==> src/rtl/processinho_sequencer.sv <==
// Control unit for the processinho datapath: walks one instruction at a time
// through RegA load, RegB load, ULA execute, result wait and result capture.
module processinho_sequencer #(
  parameter int         ULA_LATENCY = 1,
  parameter logic [3:0] NOP_OPCODE  = 4'hF
) (
  input  logic       clock,
  input  logic       reset,
  input  logic       instr_valid,
  output logic       instr_ready,
  input  logic [3:0] instr_op,
  input  logic [3:0] instr_a,
  input  logic [3:0] instr_b,
  output logic [3:0] operando,
  output logic       setRegA,
  output logic       setRegB,
  output logic [3:0] ula_operation,
  output logic       latch_ula,
  input  logic [7:0] ula_result,
  output logic [7:0] result,
  output logic       done,
  output logic [7:0] instr_count
);

  localparam logic [2:0] S_IDLE    = 3'd0;
  localparam logic [2:0] S_LOAD_A  = 3'd1;
  localparam logic [2:0] S_LOAD_B  = 3'd2;
  localparam logic [2:0] S_EXEC    = 3'd3;
  localparam logic [2:0] S_WAIT    = 3'd4;
  localparam logic [2:0] S_CAPTURE = 3'd5;

  // WAIT runs for ULA_LATENCY cycles: the counter is loaded with one less
  // and the exit happens on the cycle it reads zero.
  localparam logic [2:0] WAIT_LOAD = 3'(ULA_LATENCY - 1);

  logic [2:0] state;
  logic [2:0] wait_cnt;
  logic [3:0] op_q;
  logic [3:0] a_q;
  logic [3:0] b_q;
  logic       is_nop;

  assign is_nop = (op_q == NOP_OPCODE);

  // NOTE: every register in this block uses non-blocking assignment so all
  // state updates see the pre-edge values, regardless of statement order.
  always_ff @(posedge clock) begin
    if (reset) begin
      state       <= S_IDLE;
      wait_cnt    <= 3'd0;
      op_q        <= 4'd0;
      a_q         <= 4'd0;
      b_q         <= 4'd0;
      result      <= 8'd0;
      done        <= 1'b0;
      instr_count <= 8'd0;
    end else begin
      done <= 1'b0;
      case (state)
        S_IDLE: begin
          if (instr_valid) begin
            op_q  <= instr_op;
            a_q   <= instr_a;
            b_q   <= instr_b;
            state <= S_LOAD_A;
          end
        end
        S_LOAD_A: state <= S_LOAD_B;
        S_LOAD_B: state <= is_nop ? S_CAPTURE : S_EXEC;
        S_EXEC: begin
          wait_cnt <= WAIT_LOAD;
          state    <= S_WAIT;
        end
        S_WAIT: begin
          if (wait_cnt == 3'd0) state <= S_CAPTURE;
          else                  wait_cnt <= wait_cnt - 3'd1;
        end
        S_CAPTURE: begin
          if (!is_nop) result <= ula_result;
          done        <= 1'b1;
          instr_count <= instr_count + 8'd1;
          state       <= S_IDLE;
        end
        default: state <= S_IDLE;
      endcase
    end
  end

  // NOTE: each output gets a default before the case so no path through the
  // block leaves it unassigned, which would otherwise infer a latch.
  always_comb begin
    instr_ready   = 1'b0;
    operando      = 4'd0;
    setRegA       = 1'b0;
    setRegB       = 1'b0;
    ula_operation = 4'd0;
    latch_ula     = 1'b0;
    case (state)
      S_IDLE:   instr_ready = 1'b1;
      S_LOAD_A: begin
        operando = a_q;
        setRegA  = 1'b1;
      end
      S_LOAD_B: begin
        operando = b_q;
        setRegB  = 1'b1;
      end
      S_EXEC: begin
        ula_operation = op_q;
        latch_ula     = 1'b1;
      end
      S_WAIT:    ula_operation = op_q;
      // A NOP never drove the ULA, so there is nothing to hold.
      S_CAPTURE: ula_operation = is_nop ? 4'd0 : op_q;
      default: ;
    endcase
  end

endmodule

==> config.mk <==
export PLATFORM = sky130hd
export DESIGN_NAME = processinho_sequencer
export DESIGN_NICKNAME = d
export VERILOG_FILES = /design/src/rtl/processinho_sequencer.sv
export SDC_FILE = /design/constraint.sdc
export NUM_CORES = 1
export LEC_CHECK = 0
export ABC_AREA = 0
export CAP_MARGIN = 20
export CORE_MARGIN = 4
export CORE_UTILIZATION = 61
export CTS_CLUSTER_DIAMETER = 200
export DETAILED_ROUTE_END_ITERATION = 10
export DONT_BUFFER_PORTS = 1
export MAX_ROUTING_LAYER = met4
export PLACE_DENSITY = 0.77
export SKIP_LAST_GASP = 1
export SYNTH_ARGS = -nofsm -noshare
export SYNTH_HDL_FRONTEND = slang
export SYNTH_SLANG_ARGS = --single-unit
==> constraint.sdc <==
create_clock -name clock -period 2.5 [get_ports clock]
set_clock_uncertainty 0.2 [all_clocks]
set_input_delay 0.375 -clock clock [delete_from_list [all_inputs] [get_ports clock]]
set_output_delay 0.375 -clock clock [all_outputs]
set_load 0.05 [all_outputs]
Word level (Yosys, flattened, before mapping)
Index checks and enable logic that the tools add are counted.

Bits in registers: 35. Bits in latches: 0. Bits in writable memories: 0. Memory bits (read-only): 0. Input port bits: 23. Logic and storage cells: 42. Memories kept: 0.

Add/sub/neg operators: 2. Multiply operators: 0. Divide/modulo/power cells: 0. Magnitude comparators: 0. Eq/ne operators: 9. Shift operators: 0. Multiplexer cells: 14. Bitwise logic cells: 1. Reductions and logical operators: 8.

Operator list (number): 4-bit case mux with 2 select lines (2); 3-bit case mux with 5 select lines (1); 3-bit two-way mux (4); 8-bit by 1-bit adder with 8-bit output (second input constant) (1); 2-bit AND reduction (4); 3-bit by 2-bit equality test with 1-bit output (second input constant) (2); 3-bit equality test (second input constant) (2); 3-bit zero test (2); 2-bit != test (second input constant) (3); 3-bit case mux with 2 select lines (1); 1-bit two-way mux (5); 4-bit equality test (second input constant) (1); 4-bit two-way mux (1); 3-bit by 1-bit equality test with 1-bit output (second input constant) (1); 3-bit by 1-bit subtractor with 3-bit output (second input constant) (1); 2-bit nonzero test (1); 2-bit OR reduction (1); 1-bit inverter (1).

Depth between registers and ports, before layout
Gate-level depths: netlist of run 1.

Depth in word-level cells: 3. Gate-level depth with buffers: 6.

Worst setup path before layout of run 1
Ideal clock, no wire load.

Path kind: register to output. Start point: register state[2]. End point: output port ula_operation[0]. Data arrival time: 2083 ps. Setup slack: -158 ps. Cell stages (with the launch flop): 5. Buffers on the path: 1. Cell sequence: dfxtp_1 -> buf_2 -> nor2b_1 -> o21ai_0 -> a21boi_0.

Cells in the longest elaborated chain, start to end: 3.

RTL lines: start, declared (line 36) `logic [2:0] state;`; start signal, assigned (line 69) `S_LOAD_B: state <= is_nop ? S_CAPTURE : S_EXEC;`; 3-bit by 2-bit equality test with 1-bit output or 3-bit equality test (tied branches) (line 98) `case (state)`; 2-bit OR reduction (no line); 4-bit case mux with 2 select lines * (line 98); end, declared (line 17) `output logic [3:0] ula_operation,`.

Every way passes the cells marked *; elsewhere a longest branch is shown, timed or not.

Final worst setup path of run 1
Start point: register state[1]. End point: output port operando[3].

Cells in the longest elaborated chain, start to end: 2.

RTL lines: 3-bit by 2-bit equality test with 1-bit output or 3-bit by 1-bit equality test with 1-bit output (tied branches) (line 98); 4-bit case mux with 2 select lines * (line 98); end, declared (line 14) `output logic [3:0] operando,`.

Marked as above.

==> results.py, run 1 <==
metrics = {
    "setup_path": {
        "cp_slowest_cell": "dfxtp_1",
        "worstPathArrival_ns": 1.77,
        "path_cells": "nor2b_1 -> a22oi_1 -> nor2_1 -> buf_4",
        "critPathLaunchType": "register",
        "cp.required_ns": 1.92,
        "worst-path-max-fanout": 15,
        "worstSetupPathType": "reg -> out",
        "slowest_delay_ns": 0.62,
        "end_kind": "output pin",
    },
    "sta": {
        "worst_slew_pin_slew_ns": 0.617,
        "rsz0062_at_grt": "no",
        "period_needed_ns": 2.34,
        "finalSetupTns_ns": 0,
        "final_max_slew_viol_count": 0,
        "hold_violations": 0,
        "timing.final.crit_share_pct": 93.7,
        "max_freq_ghz": 0.427,
        "slew_headroom_pct": 58.8,
        "final-setup-viol-count": 0,
    },
    "layout": {
        "seq_area_um2": 702,
        "drive_gt1_share_pct": 14.8,
        "final_core_util_pct": 81.2,
        "num-nets-final": 255,
        "multi_input_area_um2": 801,
        "diodes": 0,
        "fillCellCount": 156,
        "area_growth_pct": 27.3,
    },
    "synthesis": {
        "syn_inst": 194,
        "synth_top_area_share_pct": 44.8,
        "synth_seq_cells": 35,
        "yosys_warnings": 0,
        "synthTopCellsByCount": "dfxtp_1 (35), nand2_1 (30), a21oi_1 (28), o21ai_0 (12)",
        "synth_most_common_cell": "dfxtp_1",
        "synth_top_area_cell": "dfxtp_1",
        "syn-cell-area_mm2": 0.00157,
        "ys.flop_type": "dfxtp_1",
        "synthTopCellsByArea": "dfxtp_1 (45%), a21oi_1 (9.0%), nand2_1 (7.2%)",
        "synthArstFlopShare_pct": 0,
        "ys_seq_area_share_pct": 44.8,
        "yosysUniqueCellTypes": 34,
        "syn-num-nets": 220,
        "synth_edf_count": 0,
        "synth.avg_cell_area_um2": 8.07,
    },
    "clock_network": {
        "clockBufferDepth": 2,
        "clock_latency_ns": 0.34,
        "clk_pin_slew_ns": 0.10,
        "post-cts-setup-buffers": 0,
        "cts_tree": "built",
        "clockRootBuffer": "clkbuf_4",
        "cts.sinks": 35,
        "cts-htree-levels": 2,
        "numCtsBuffers": 5,
    },
    "global_route": {
        "grt_pass1_vias": 1497,
        "grt_pass1_wl_um": 6380,
        "grt_use_total_pct": 24.3,
        "overflow": 0,
        "grt_antenna_before_repair": 0,
        "grt_max_degree": 34,
    },
    "place": {
        "portBuffers": 0,
        "gp_congestion": 0.800,
        "dp_hpwl_um": 2490,
    },
    "pwr": {
        "ir_drop_v": 0.000457,
        "leakage_nw": 0.731,
        "p_per_area_mw_per_mm2": 544,
    },
    "routing": {
        "post_drt_wl_per_cell_um": 14.9,
        "vias": 1518,
        "vias_per_cell": 5.84,
        "post-route-drc-count": 0,
        "drt_iter0_markers": 67,
        "ant_nets": 0,
        "routed_wl_um": 3870,
        "firstDrtPassIters": 4,
    },
    "die": {
        "dieArea_mm2": 0.00344,
        "core_area_mm2": 0.00245,
        "die_h_um": 58.7,
        "dieWidth_um": 58.7,
        "rows": 18,
        "io_pins": 52,
        "start_util_pct": 63.8,
    },
    "outcome": {
        "outcome": "finished, final reports clean",
    },
    "min_path": {
        "hold_path_class": "in -> reg",
    },
    "run": {
        "drv_cap": 0,
    },
}
## cells by family (layout without fill, tap and decap cells)
family,count (synthesis),count (layout),share of synthesized area (%)
flops,35,35,44.8
simple gates,76,76,24.2
fa+ha+maj,3,3,2.40
mux,3,3,2.16
buf+inv,19,55,4.80
compound gates,55,55,20.0
xor+xnor,3,3,1.68
## timing repair
action,4_1_cts,5_1_grt
pin swaps,0,0
hold buffers,21,0
cloned,0,0
resized for setup,1,1
hold endpoints to repair,33,0
setup endpoints to repair,4,1
## final cells by class
class	count	area share (%)
clock buffers	6	2.07
clock inverters	2	0.628
inverters	7	1.32
multi-input cells	140	40.2
flip-flops and latches	35	35.2
well taps	30	1.88
repair buffers	40	18.7
## cell usage in the layout (no fill, tap or decap), drive strengths merged
master / synthesis / final
ha: 3 / 3
nor2b: 5 / 5
nand3b: 1 / 1
nand3: 11 / 11
nand4: 2 / 2
inv: 7 / 7
clkinvlp: 0 / 1
buf: 3 / 19
or2: 1 / 1
nand4b: 1 / 1
nor3b: 1 / 1
or4: 2 / 2
o31ai: 2 / 2
dfxtp: 35 / 35
o21ai: 12 / 12
dlygate4sd3: 0 / 21
or4b: 1 / 1
nor4: 1 / 1
a211oi: 1 / 1
nor2: 11 / 11
a2bb2oi: 1 / 1
nor3: 3 / 3
and3b: 1 / 1
a21boi: 4 / 4
nand2: 30 / 30
or3: 2 / 2
and4: 1 / 1
clkbuf: 9 / 6
o22ai: 2 / 2
clkinv: 0 / 1
xnor2: 3 / 3
mux2: 3 / 3
nor4b: 1 / 1
a22oi: 4 / 4
nand2b: 1 / 1
a21oi: 28 / 28
a41oi: 1 / 1
## sequential cells by signal (all words and copies together) (netlist names)
register     cells
a_q              4
b_q              4
done             1
instr_count      8
op_q             4
result           8
state            3
wait_cnt         3
## final timing paths
| check | start | endpoint | slack [ns] | cells after the start |
|---|---|---|---|---|
| hold / removal | reset | state[0]$_SDFFE_PP0P_ | 0.03 | 2 |
| hold reg to reg | a_q[1]$_SDFFE_PP0P_ | a_q[1]$_SDFFE_PP0P_ | 0.27 | 2 |
| setup reg to reg | wait_cnt[0]$_SDFFE_PP0P_ | wait_cnt[2]$_SDFFE_PP0P_ | 0.55 | 6 |
| setup / recovery | state[1]$_SDFFE_PP0P_ | operando[3] | 0.16 | 4 |
## power by group
part / switching, mW / internal (mW)
sequential: 0.0291 / 0.579
combinational: 0.105 / 0.0759
clock: 0.187 / 0.108
## layer usage
metal	GRT usage (%)	vias to the layer above	routed length, µm
li1	-	748	-
met1	28.7	693	1570
met2	40.5	69	1920
met3	5.26	8	306
met4	9.06	0	63
met5	-	-	0
## through the flow
stage	setup slack, ns	area, µm²	hold WS [ns]	instances	total power [mW]
after floorplan	-0.158	1570	0.236	194	0.727
after detailed placement	0.308	1700	0.241	230	0.758
after CTS	0.104	1960	0.0256	259	1.08
after global routing	0.0364	1990	0.0341	260	1.13
after global placement	0.465	1700	0.237	230	0.752
final	0.158	1990	0.0328	260	1.08
## worst max-delay path: cells and delay by family (launching register included)
kind | cells | cell delay, ns
AO/OA/AOI/OAI | 1 | 0.11
buffers and inverters | 1 | 0.22
flip-flops | 1 | 0.62
AND/OR/NAND/NOR | 2 | 0.49
Power figures use the tool's default switching activity.
==> run 2, diff against run 1 <==
==> constraint.sdc (replaced) <==
create_clock -name clock -period 2.3 [get_ports clock]
set_clock_uncertainty 0.2 [all_clocks]
set_input_delay 0.345 -clock clock [delete_from_list [all_inputs] [get_ports clock]]
set_output_delay 0.345 -clock clock [all_outputs]
set_load 0.05 [all_outputs]
==> run 2 against run 1 <==
Combinational power up 14%. Sequential power up 8.4%. Largest cell class unchanged. Highest routed layer unchanged. Setup slack worse by 0.11 ns. Sequential share of layout area down 1.2 points. Wire length up 13%. Register-to-register slack worse by 0.35 ns. Non-clock buffer count up 4. Final cell count up 1.5%. Design area up 4.1%. Critical path type unchanged.
==> results.py, run 2 (same netlist as run 1, synthesis figures left out) <==
metrics = {
    "outcome": {
        "outcome": "finished, final reports clean",
    },
    "sta": {
        "rsz0062_at_grt": "no",
        "timing.final.crit_share_pct": 97.8,
        "slew_headroom_pct": 64.3,
        "max_freq_ghz": 0.445,
        "final-setup-viol-count": 0,
        "period_needed_ns": 2.25,
        "hold_violations": 0,
        "worst_slew_pin_slew_ns": 0.534,
        "final_max_slew_viol_count": 0,
    },
    "place": {
        "gp_congestion": 0.886,
        "dp_hpwl_um": 2480,
        "portBuffers": 0,
        "post_dp_cell_area_mm2": 0.00173,
    },
    "global_route": {
        "overflow": 0,
        "grt_use_total_pct": 28.0,
        "grt_antenna_before_repair": 0,
        "grt_pass1_wl_um": 6930,
        "grt_pass1_vias": 1497,
        "grt_max_degree": 35,
    },
    "routing": {
        "post-route-drc-count": 0,
        "vias_per_cell": 5.96,
        "ant_nets": 0,
        "firstDrtPassIters": 4,
        "post_drt_wl_per_cell_um": 16.5,
        "vias": 1573,
        "routed_wl_um": 4360,
        "drt_iter0_markers": 112,
    },
    "die": {
        "start_util_pct": 63.8,
        "io_pins": 52,
        "dieArea_mm2": 0.00344,
        "dieWidth_um": 58.7,
        "die_h_um": 58.7,
        "core_area_mm2": 0.00245,
        "rows": 18,
    },
    "clock_network": {
        "clockRootBuffer": "clkbuf_4",
        "post-cts-setup-buffers": 0,
        "numCtsBuffers": 5,
        "cts_tree": "built",
        "cts-htree-levels": 2,
        "cts.sinks": 35,
        "clock_latency_ns": 0.35,
        "clk_pin_slew_ns": 0.11,
        "clockBufferDepth": 2,
    },
    "layout": {
        "final_common_cell": "dfxtp_1",
        "postLayoutCellArea_mm2": 0.00207,
        "diodes": 0,
        "num-nets-final": 259,
        "fillCellCount": 125,
        "most-common-layout-cells": "dfxtp_1 (33), nand2_1 (29), a21oi_1 (28)",
        "final_core_util_pct": 84.5,
        "area_growth_pct": 32.5,
        "drive_gt1_share_pct": 19.2,
        "reg.largest.list": "instr_count: 8 flops, result: 8 flops",
    },
    "setup_path": {
        "end_kind": "output pin",
        "cp_slowest_cell": "dfxtp_4",
        "critPathLaunchType": "register",
        "cp.required_ns": 1.75,
        "path_cells": "nor2b_1 -> nand2_2 -> a21boi_2 -> buf_4",
        "worst-path-max-fanout": 15,
        "worstPathArrival_ns": 1.70,
        "slowest_delay_ns": 0.45,
        "worstSetupPathType": "reg -> out",
    },
    "min_path": {
        "hold_path_class": "in -> reg",
    },
    "run": {
        "drv_cap": 0,
    },
    "pwr": {
        "ir_drop_v": 0.000756,
        "p_per_area_mw_per_mm2": 641,
        "leakage_nw": 0.778,
        "finalPower_mw": 1.33,
    },
}
==> run 2: routing by layer <==
layer | GRT usage, % | vias up | part of all wire [%]
li1 | - | 761 | -
met1 | 33.2 | 742 | 40
met2 | 45.6 | 61 | 52
met3 | 6.36 | 9 | 5.9
met4 | 11.7 | 0 | 2.1
met5 | - | - | 0
==> run 2: layout make-up <==
class	instances	area, µm²	share of cell area [%]
clock buffer	6	51.3	2.47
clock inverter	2	35.0	1.69
inverter	7	26.3	1.27
multi-input combinational	140	816	39.3
sequential	35	706	34.0
tap	30	37.5	1.81
timing repair buffer	44	403	19.4
==> run 2: path summary, 6_finish.rpt <==
| check | slack, ns | endpoint | depth (start not counted) | from |
|---|---|---|---|---|
| worst max-delay path | 0.05 | ula_operation[0] | 4 | state[1]$_SDFFE_PP0P_ |
| worst min-delay path | 0.03 | instr_count[7]$_SDFFE_PP0N_ | 2 | reset |
| worst max register to register | 0.20 | result[1]$_SDFFE_PP0P_ | 5 | state[0]$_SDFFE_PP0P_ |
| worst min register to register | 0.26 | b_q[3]$_SDFFE_PP0P_ | 2 | b_q[3]$_SDFFE_PP0P_ |
==> run 2: metrics by stage <==
step           TNS (ns)  cells  hold slack, ns  setup WS [ns]
2_1_floorplan     -1.31    194           0.236         -0.328
3_3_place_gp          0    234           0.219          0.425
3_5_place_dp          0    234           0.221          0.295
4_1_cts               0    263          0.0249         0.0290
5_1_grt               0    264          0.0276        0.00265
6_report              0    264          0.0283         0.0515
==> run 2: critical path: cells and delay by family, from the launching register on <==
kind,cells,cell delay (ns)
AOI/OAI and AO/OA,1,0.25
DFF,1,0.45
buffers and inverters,1,0.24
and+or+nand+nor,2,0.40
==> run 2: timing repair <==
item                                    in CTS  in global routing
endpoints found under the setup margin       5                 10
hold endpoints to repair                    34                  0
hold buffers                                21                  0
gates resized for setup                      3                  6
==> run 2: power by group <==
part           internal, mW  switching (mW)  total [mW]
combinational        0.0848           0.122       0.206
clock                 0.257           0.208       0.465
sequential            0.629          0.0297       0.659
total                 0.971           0.359        1.33
